==> src/rtl/ifns_pkg.sv <==
// ifns_pkg: shared widths, Fibonacci weight table and FSM state type for the
// sequential IFNS encoder.
package ifns_pkg;

    localparam int DATA_W = 20;
    localparam int CODE_W = 29;

    // d29 is weighted F30 rather than following the F(k) pattern of d2..d28.
    localparam logic [DATA_W-1:0] TOP_WEIGHT = 20'd832040;
    localparam logic [4:0]        TOP_IDX    = 5'd29;

    typedef enum logic [2:0] {
        IDLE = 3'd0,
        TOP  = 3'd1,
        STEP = 3'd2,
        LAST = 3'd3,
        DONE = 3'd4
    } state_e;

    function automatic logic [DATA_W-1:0] fib(input logic [4:0] k);
        logic [DATA_W-1:0] f;
        case (k)
            5'd1:    f = 20'd1;
            5'd2:    f = 20'd1;
            5'd3:    f = 20'd2;
            5'd4:    f = 20'd3;
            5'd5:    f = 20'd5;
            5'd6:    f = 20'd8;
            5'd7:    f = 20'd13;
            5'd8:    f = 20'd21;
            5'd9:    f = 20'd34;
            5'd10:   f = 20'd55;
            5'd11:   f = 20'd89;
            5'd12:   f = 20'd144;
            5'd13:   f = 20'd233;
            5'd14:   f = 20'd377;
            5'd15:   f = 20'd610;
            5'd16:   f = 20'd987;
            5'd17:   f = 20'd1597;
            5'd18:   f = 20'd2584;
            5'd19:   f = 20'd4181;
            5'd20:   f = 20'd6765;
            5'd21:   f = 20'd10946;
            5'd22:   f = 20'd17711;
            5'd23:   f = 20'd28657;
            5'd24:   f = 20'd46368;
            5'd25:   f = 20'd75025;
            5'd26:   f = 20'd121393;
            5'd27:   f = 20'd196418;
            5'd28:   f = 20'd317811;
            5'd29:   f = 20'd514229;
            5'd30:   f = 20'd832040;
            default: f = 20'd0;
        endcase
        return f;
    endfunction

endpackage

==> src/rtl/ifns_digit_stage.sv <==
// ifns_digit_stage: one combinational IFNS digit decision plus the remainder
// update; top_mode selects the plain greedy rule used for d29.
module ifns_digit_stage
    import ifns_pkg::*;
(
    input  logic [DATA_W-1:0] i_r,
    input  logic              i_d_prev,
    input  logic [DATA_W-1:0] i_weight,
    input  logic [DATA_W-1:0] i_upper,
    input  logic              i_top_mode,
    output logic              o_d,
    output logic [DATA_W-1:0] o_r_next
);

    // Digit rule: forced 1 at or above the next weight, forced 0 below its own
    // weight, otherwise repeat the digit above (keeps the codeword transition-safe).
    always_comb begin
        o_d = 1'b0;
        if (i_top_mode) begin
            o_d = (i_r >= i_weight);
        end else if (i_r >= i_upper) begin
            o_d = 1'b1;
        end else if (i_r < i_weight) begin
            o_d = 1'b0;
        end else begin
            o_d = i_d_prev;
        end
        o_r_next = o_d ? (i_r - i_weight) : i_r;
    end

endmodule

==> src/rtl/ifns_enc_seq.sv <==
// ifns_enc_seq: sequential IFNS encoder, a shared digit stage walked over d29..d1.
// Defining IFNS_2DIGIT_EN chains two stages per cycle (latency 15 instead of 29).
module ifns_enc_seq
    import ifns_pkg::*;
(
    input  logic              clk,
    input  logic              rst_n,
    input  logic              in_valid,
    output logic              in_ready,
    input  logic [DATA_W-1:0] in_data,
    output logic              out_valid,
    input  logic              out_ready,
    output logic [CODE_W-1:0] out_code,
    output logic              busy
);

`ifdef IFNS_2DIGIT_EN
    localparam logic [4:0] K_DEC  = 5'd2;
    localparam logic [4:0] K_LAST = 5'd3;
`else
    localparam logic [4:0] K_DEC  = 5'd1;
    localparam logic [4:0] K_LAST = 5'd2;
`endif

    state_e            r_state;
    state_e            w_state_nxt;
    logic [DATA_W-1:0] r_rem;
    logic [4:0]        r_k;
    logic [CODE_W-1:0] r_code;
    logic              r_out_valid;
    logic              r_busy;

    logic              w_top;
    logic [4:0]        w_k0;
    logic [DATA_W-1:0] w_weight0;
    logic [DATA_W-1:0] w_upper0;
    logic              w_d_prev0;
    logic              w_d0;
    logic [DATA_W-1:0] w_r0_next;
    logic [DATA_W-1:0] w_r_last;

    // In TOP the stage index 29 addresses d29, so index-1 is its codeword bit.
    assign w_top     = (r_state == TOP);
    assign w_k0      = w_top ? TOP_IDX : r_k;
    assign w_weight0 = w_top ? TOP_WEIGHT : fib(w_k0);
    assign w_upper0  = fib(w_k0 + 5'd1);
    assign w_d_prev0 = w_top ? 1'b0 : r_code[w_k0];

    ifns_digit_stage u_stage0 (
        .i_r        (r_rem),
        .i_d_prev   (w_d_prev0),
        .i_weight   (w_weight0),
        .i_upper    (w_upper0),
        .i_top_mode (w_top),
        .o_d        (w_d0),
        .o_r_next   (w_r0_next)
    );

`ifdef IFNS_2DIGIT_EN
    logic [4:0]        w_k1;
    logic              w_d1;
    logic [DATA_W-1:0] w_r1_next;

    assign w_k1 = w_k0 - 5'd1;

    ifns_digit_stage u_stage1 (
        .i_r        (w_r0_next),
        .i_d_prev   (w_d0),
        .i_weight   (fib(w_k1)),
        .i_upper    (fib(w_k0)),
        .i_top_mode (1'b0),
        .o_d        (w_d1),
        .o_r_next   (w_r1_next)
    );

    assign w_r_last = w_r1_next;
`else
    assign w_r_last = w_r0_next;
`endif

    // Next-state logic of the encode sequencer.
    always_comb begin
        w_state_nxt = r_state;
        case (r_state)
            IDLE: begin
                if (in_valid) begin
                    w_state_nxt = TOP;
                end else begin
                    w_state_nxt = IDLE;
                end
            end
            TOP:  w_state_nxt = STEP;
            STEP: begin
                if (r_k == K_LAST) begin
                    w_state_nxt = LAST;
                end else begin
                    w_state_nxt = STEP;
                end
            end
            LAST: w_state_nxt = DONE;
            DONE: begin
                if (out_ready) begin
                    w_state_nxt = IDLE;
                end else begin
                    w_state_nxt = DONE;
                end
            end
            default: w_state_nxt = IDLE;
        endcase
    end

    // State register and registered handshake/status flags.
    always_ff @(posedge clk or negedge rst_n) begin
        if (!rst_n) begin
            r_state     <= IDLE;
            r_out_valid <= 1'b0;
            r_busy      <= 1'b0;
        end else begin
            r_state     <= w_state_nxt;
            r_out_valid <= (w_state_nxt == DONE);
            r_busy      <= (w_state_nxt == TOP) || (w_state_nxt == STEP);
        end
    end

    // Remainder, digit index and codeword accumulation.
    always_ff @(posedge clk or negedge rst_n) begin
        if (!rst_n) begin
            r_rem  <= 20'd0;
            r_k    <= 5'd0;
            r_code <= 29'd0;
        end else begin
            case (r_state)
                IDLE: begin
                    if (in_valid) begin
                        r_rem  <= in_data;
                        r_code <= 29'd0;
                    end
                end
                TOP, STEP: begin
                    r_rem                <= w_r_last;
                    r_code[w_k0 - 5'd1]  <= w_d0;
`ifdef IFNS_2DIGIT_EN
                    r_code[w_k0 - 5'd2]  <= w_d1;
`endif
                    r_k                  <= w_k0 - K_DEC;
                end
                LAST:    r_code[0] <= r_rem[0];
                default: r_rem     <= r_rem;
            endcase
        end
    end

    // in_ready must read 1 as soon as reset releases, before any clock edge.
    assign in_ready  = rst_n & (r_state == IDLE);
    assign out_valid = r_out_valid;
    assign out_code  = r_code;
    assign busy      = r_busy;

endmodule

==> config.mk <==
export PLATFORM = sky130hd
export DESIGN_NAME = ifns_enc_seq
export DESIGN_NICKNAME = d
export VERILOG_FILES = /design/src/rtl/ifns_pkg.sv /design/src/rtl/ifns_digit_stage.sv /design/src/rtl/ifns_enc_seq.sv
export SDC_FILE = /design/constraint.sdc
export NUM_CORES = 1
export LEC_CHECK = 0
export BUFFER_PORTS_ARGS = -buffer_cell sky130_fd_sc_hd__buf_2
export CAP_MARGIN = 25
export CORE_MARGIN = 5
export CORE_UTILIZATION = 35
export CTS_CLUSTER_DIAMETER = 40
export DETAILED_ROUTE_END_ITERATION = 12
export GPL_ROUTABILITY_DRIVEN = 0
export GPL_TIMING_DRIVEN = 0
export SYNTH_ARGS = -nofsm -noshare
export SYNTH_HDL_FRONTEND = slang
export SYNTH_SLANG_ARGS = --single-unit
==> constraint.sdc <==
create_clock -name clk -period 5.95 [get_ports clk]
set_clock_uncertainty 0.1 [all_clocks]
set_input_delay 0.2975 -clock clk [delete_from_list [all_inputs] [get_ports clk]]
set_output_delay 0.2975 -clock clk [all_outputs]
set_load 0.01 [all_outputs]
==> results of run 1 <==
-- metrics by stage --
step	hold WS, ns	instances
floorplan	-0.0981	759
global placement	0.455	1039
detailed placement	0.345	1039
CTS	0.150	1056
global route	0.171	1056
finish	0.155	1056
-- state kept, by name (all words and copies together), names as in the netlist --
name,flops
r_state,3
r_k,5
r_rem,20
out_code,29
out_valid,1
busy,1
-- metal layers --
metal / global-route usage / vias up / share of wire
met5: 0 / - / 0
met4: 0.0742 / 0 / 0.027
met3: 0.0415 / 33 / 0.077
met2: 0.305 / 251 / 0.44
met1: 0.288 / 2982 / 0.46
li1: - / 2984 / -
-- how the worst max path moves through the flow --
| stage | endpoint | slack (ns) |
|---|---|---|
| final | out_code[5]$_DFFE_PN0P_ | 0.31 |
| after global routing | out_code[5]$_DFFE_PN0P_ | 0.03 |
| after CTS | out_code[5]$_DFFE_PN0P_ | 0.04 |
| after detailed placement | out_code[8]$_DFFE_PN0P_ | -0.75 |
| after global placement | out_code[10]$_DFFE_PN0P_ | -0.85 |
| after floorplan | out_code[10]$_DFFE_PN0P_ | 1.13 |
-- repair_timing --
| item | CTS | global route |
|---|---|---|
| buffers inserted | 0 | 0 |
| endpoints found under the setup margin | 49 | 49 |
| hold buffers | 1 | 0 |
| resized for setup | 7 | 17 |
| endpoints found under the hold margin | 36 | 0 |
-- kinds of logic (layout without fill, tap and decap cells) --
group	count (synthesis)	after routing	share of synthesized area
fa+ha+maj	57	57	0.118
xor+xnor	15	15	0.0216
buf+inv	82	154	0.0553
mux	38	38	0.0835
compound gates	277	277	0.296
flops	59	59	0.243
simple gates	231	231	0.182
-- cells in the final DEF (no fill, tap or decap), types with 8 or more instances in the layout --
cell	synthesis	layout
o211ai_1	15	15
mux2i_1	14	14
mux2_4	17	17
clkbuf_2	0	9
nor2_1	63	62
clkbuf_1	40	34
a21oi_1	82	81
clkbuf_16	0	9
o21ai_0	60	60
a311oi_1	30	30
a31oi_1	10	10
dfrtp_1	59	59
nor3_1	12	12
nor2b_1	8	8
nand3_1	23	23
nand2b_1	17	17
xnor2_1	9	9
ha_1	56	56
a211oi_1	12	12
inv_1	25	24
nand4_1	8	8
nand2_1	74	73
o31ai_1	12	12
o21a_1	9	9
buf_2	5	59
-- worst register-to-register path, stage by stage (launching register included) --
cell and delay (ns):
dfrtp_1 0.35, buf_2 0.20, buf_2 0.25, nor2_4 0.35, inv_1 0.19, ha_1 0.36, inv_1 0.19, nor2_1 0.08
a21oi_1 0.15, o31ai_1 0.11, a211oi_1 0.41, ha_1 0.28, fa_1 0.21, nor2b_1 0.05, o21ai_0 0.31, a21oi_1 0.22
o21bai_1 0.36, a22o_1 0.26, o2bb2ai_1 0.21, o21a_1 0.20, buf_2 0.23, buf_2 0.27, a311oi_1 0.12
-- area by class of cell --
type / instances / area, sq um
buffer: 54 / 243
clock buffer: 12 / 256
clock inverter: 4 / 48.8
fill: 1820 / 10200
inverter: 28 / 105
multi-input combinational: 618 / 4300
sequential: 59 / 1480
tap: 225 / 282
timing repair buffer: 56 / 288
==> metrics, run 1 <==
outcome finished clean; WP buf/inv 6; worst min path class in2reg; area leader, netlist dfrtp_1; Slew Viols, Final 0; fin worst setup slack 0.313 ns; RSZ-0062 raised after global routing false; Worst slew margin 0.382; synth warn 0; reg2reg setup slack 0.31 ns; FMAX 177 MHz; r2r worst-path depth 22; startpoint types register; Clock Sinks 59; Seq/Total Area, Yosys 0.243; CTS Buffer Depth 2; max-cap viol count 0; critical path depth 22; area grow syn2layout 15.1%; critical path class reg2reg; drt initial violations 763; first-pass GRT wire length 32500 um; final core occ 0.408; Pre-antenna DRT Iters 5; chip height 142 um; DRC violations left 0; final hold vios 0; initial core utilization 0.354; Clk Latency, worst-skew pair 0.35 ns; top post-synthesis cells by area dfrtp_1 (24%), ha_1 (12%), a21oi_1 (6.7%); nets 907; vias in the first global route 5867; root buf cell clkbuf_16; hpwl dp 15400 um; row count 48; drt via density 5.92; initial antenna violation count 0; Critical-path top delay cell a211oi_1; IO Pins 56; hold-critical path depth 3; CTS tree yes; Overall Global Routing Usage 0.203; CP Capture Type register; Core Region 0.0172 sq mm; reg2reg start r_k[0]$_DFFE_PN0N_; fin crit period 5.64 ns; most instantiated library cell after synthesis a21oi_1; fraction of layout cells with a size suffix above 1 0.152; DP Worst Slack -0.750 ns; post-route clock period utilization 0.947; Cells after Synth 759; Final ANT Viol Nets 0; Syn Nets 840; crit path DAT 5.71 ns; critical path, cell by cell buf_2 -> buf_2 -> nor2_4 -> inv_1 -> ha_1 -> inv_1 -> nor2_1 -> a21oi_1 -> o31ai_1 -> a211oi_1 -> ha_1 -> fa_1 -> nor2b_1 -> o21ai_0 -> a21oi_1 -> o21bai_1 -> a22o_1 -> o2bb2ai_1 -> o21a_1 -> buf_2 -> buf_2 -> a311oi_1; routed len/inst 19.4 um; vias 6250; drt total wl 20500 um; RR Endpoint out_code[5]$_DFFE_PN0P_; max incr delay on CP 0.41 ns; Cell variety after synth 66; H-tree Lvls 3; Primary FF master, synth dfrtp_1; PortBufs 55; synth cell count leaders a21oi_1 (82), nand2_1 (74), nor2_1 (63); most numerous cell on the critical path buf_2; number of flops mapped to enable cells by yosys 0; pin count of the biggest net entering global routing 61; TritonCTS Buffers 9; Mapped Area 0.00608 sq mm; top-area cell type share of the netlist area 0.243; n_diodes 0; Worst Setup SP r_k[0]$_DFFE_PN0N_; DIE WIDTH 142 um; Slew @ Worst Pin 0.925 ns; placed cell area 0.00665 sq mm; setup TNS 0 ns; Worst-path clk slew 0.05 ns; critical path's top delay family compound AO/OA/AOI/OAI gates; Hold Crit Start out_ready; final instance area 0.00700 sq mm; final setup fails 0; highest fanout seen on the critical path 13; WHS Endpoint r_state[2]$_DFF_PN0_; total grt overflow 0; syn avg cell area 8.01 sq um; die area 0.0201 sq mm; #FFs+latches synth 59; Async SR Flop Fraction 1.00; Worst Path Required 6.03 ns
Power of run 1 is not shown: default switching activity piles up to over one toggle a cycle in this logic, so the estimate is an artifact.
==> run 2, diff against run 1 <==
==> constraint.sdc (replaced) <==
create_clock -name clk -period 6.2 [get_ports clk]
set_clock_uncertainty 0.1 [all_clocks]
set_input_delay 0.31 -clock clk [delete_from_list [all_inputs] [get_ports clk]]
set_output_delay 0.31 -clock clk [all_outputs]
set_load 0.01 [all_outputs]
==> run 2 against run 1 <==
  * Design area down 0.13%
  * Global-route usage about the same
  * First-iteration DRC count shrank 10%
  * Die area unchanged
  * Sequential share of layout area is essentially flat
  * Worst setup slack worse by 0.025 ns
  * Cell count unchanged
  * Register-to-register slack worse by 0.02 ns
  * Critical path depth decreased by 3
  * Sequential cell count unchanged
  * Critical path type unchanged
  * Highest routed layer unchanged
==> metrics, run 2 (synthesis gave the netlist of run 1 again) <==
final setup fails 0 (unchanged); row count 48 (unchanged); drt initial violations 683 (was 763); fraction of layout cells with a size suffix above 1 0.144 (was 0.152); CTS tree yes (unchanged); vias in the first global route 5879 (was 5867); chip height 142 um (unchanged); fin crit period 5.91 ns (was 5.64 ns); max-cap viol count 0 (unchanged); Worst-path clk slew 0.06 ns (was 0.05 ns); routed len/inst 19.4 um (about the same); placed insts 1039 (unchanged); initial antenna violation count 0 (unchanged); pin count of the biggest net entering global routing 61 (unchanged); PortBufs 55 (unchanged); fin cells 1056 (unchanged); Worst slew margin 0.377 (was 0.382); final instance area 0.00699 sq mm (was 0.00700 sq mm); Worst Setup SP r_k[1]$_DFFE_PN0N_ (was r_k[0]$_DFFE_PN0N_); Metal-1 WL 9360 um (was 9350 um); area grow syn2layout 15.0% (was 15.1%); CP Capture Type register (unchanged); setup TNS 0 ns (unchanged); initial core utilization 0.354 (unchanged); vias 6300 (was 6250); Pre-antenna DRT Iters 6 (was 5); hpwl dp 15400 um (unchanged); n_diodes 0 (unchanged); crit path DAT 6.05 ns (was 5.71 ns); DIE WIDTH 142 um (unchanged); fillcell total 1817 (was 1820); Slew @ Worst Pin 0.932 ns (was 0.925 ns); critical path class reg2reg (unchanged); root buf cell clkbuf_16 (unchanged); DRC violations left 0 (unchanged); Worst Path Required 6.34 ns (was 6.03 ns); Hold Crit Start in_data[0] (was out_ready); Clk Latency, worst-skew pair 0.35 ns (about the same); startpoint types register (unchanged); first-pass GRT wire length 32500 um (unchanged); FMAX 169 MHz (was 177 MHz); IO Pins 56 (unchanged); Final ANT Viol Nets 0 (unchanged); worst min path class in2reg (unchanged); Clock Sinks 59 (unchanged); Setup Buffers After CTS 0 (unchanged); most common cell after layout, fill and taps aside a21oi_1 (unchanged); CTS Buffer Depth 2 (unchanged); met2 wire length 9010 um (was 8970 um); total grt overflow 0 (unchanged); placed cell area 0.00665 sq mm (unchanged); TritonCTS Buffers 9 (unchanged); drt via density 5.97 (was 5.92); final hold vios 0 (unchanged); RSZ-0062 raised after global routing false (unchanged); highest fanout seen on the critical path 10 (was 13); Overall Global Routing Usage 0.203 (about the same); Largest register FFs 29 (unchanged); Slew Viols, Final 0 (unchanged); Core Region 0.0172 sq mm (unchanged); post-route clock period utilization 0.954 (was 0.947); H-tree Lvls 3 (unchanged); die area 0.0201 sq mm (unchanged); reg2reg setup slack 0.29 ns (was 0.31 ns); most frequent cells in the layout a21oi_1 (81), nand2_1 (74), nor2_1 (62) (was a21oi_1 (81), nand2_1 (73), nor2_1 (62)); DR top layer met4 (unchanged); outcome finished clean (unchanged); nets 907 (unchanged); drt total wl 20500 um (about the same); WL met3 1560 um (was 1570 um); reg2reg start r_k[1]$_DFFE_PN0N_ (was r_k[0]$_DFFE_PN0N_)
-- run 2: cell types whose count changed in the layout (fill, tap and decap cells not counted) --
cell	before	now
o311ai_1	1	0
nand2_2	1	0
buf_1	3	4
clkbuf_2	9	4
clkbuf_1	34	38
nand2_1	73	74
o311ai_0	1	2
-- run 2: metrics by stage --
stage | setup WS (ns) | hold WS [ns] | utilization
6_report | 0.288 | 0.167 | 0.407
5_1_grt | 0.0287 | 0.184 | 0.407
4_1_cts | 0.0889 | 0.162 | 0.406
3_5_place_dp | -0.500 | 0.357 | 0.387
3_3_place_gp | -0.601 | 0.455 | 0.387
2_1_floorplan | 1.38 | -0.0856 | -
-- run 2: final timing paths --
check | endpoint | depth (start not counted)
worst max register to register | out_code[5]$_DFFE_PN0P_ | 19
min in group asynchronous | r_rem[4]$_DFFE_PN0P_ | 2
worst min register to register | r_rem[2]$_DFFE_PN0P_ | 1
max in group asynchronous | out_code[28]$_DFFE_PN0P_ | 2
worst max-delay path | out_code[5]$_DFFE_PN0P_ | 19
worst min-delay path | r_rem[0]$_DFFE_PN0P_ | 3
-- run 2: repair_timing --
action                                  4_1_cts  5_1_grt
endpoints found under the setup margin       49       49
hold endpoints to repair                     10        0
gates resized for setup                       4        9
hold buffers                                  1        0
-- run 2: layer usage --
layer / GRT usage / up-vias
met5: 0 / -
met4: 0.0773 / 0
met3: 0.0408 / 34
met2: 0.304 / 271
met1: 0.288 / 3010
li1: - / 2985
-- run 2: critical path, stage by stage, from the launching register on --
cell,delay [ns]
dfrtp_1,0.49
clkbuf_1,0.40
buf_1,0.49
nand2_1,0.16
ha_1,0.26
clkbuf_1,0.26
nor2b_1,0.24
o311ai_0,0.69
inv_1,0.14
fa_1,0.45
nor2b_1,0.11
o21ai_0,0.15
a21oi_1,0.38
o21bai_1,0.23
a22o_1,0.27
o2bb2ai_1,0.19
o21a_1,0.16
buf_2,0.19
buf_2,0.21
a311oi_1,0.23
-- run 2: area by class of cell --
class / count / area [sq um] / area share
Timing Repair Buffer: 56 / 288 / 0.0412
Multi-Input combinational cell: 618 / 4300 / 0.615
Clock inverter: 4 / 48.8 / 0.00698
Tap cell: 225 / 282 / 0.0403
Clock buffer: 12 / 256 / 0.0367
Sequential cell: 59 / 1480 / 0.211
Inverter: 28 / 105 / 0.0150
Buffer: 54 / 236 / 0.0338
Power of run 2 is left out for the same reason.
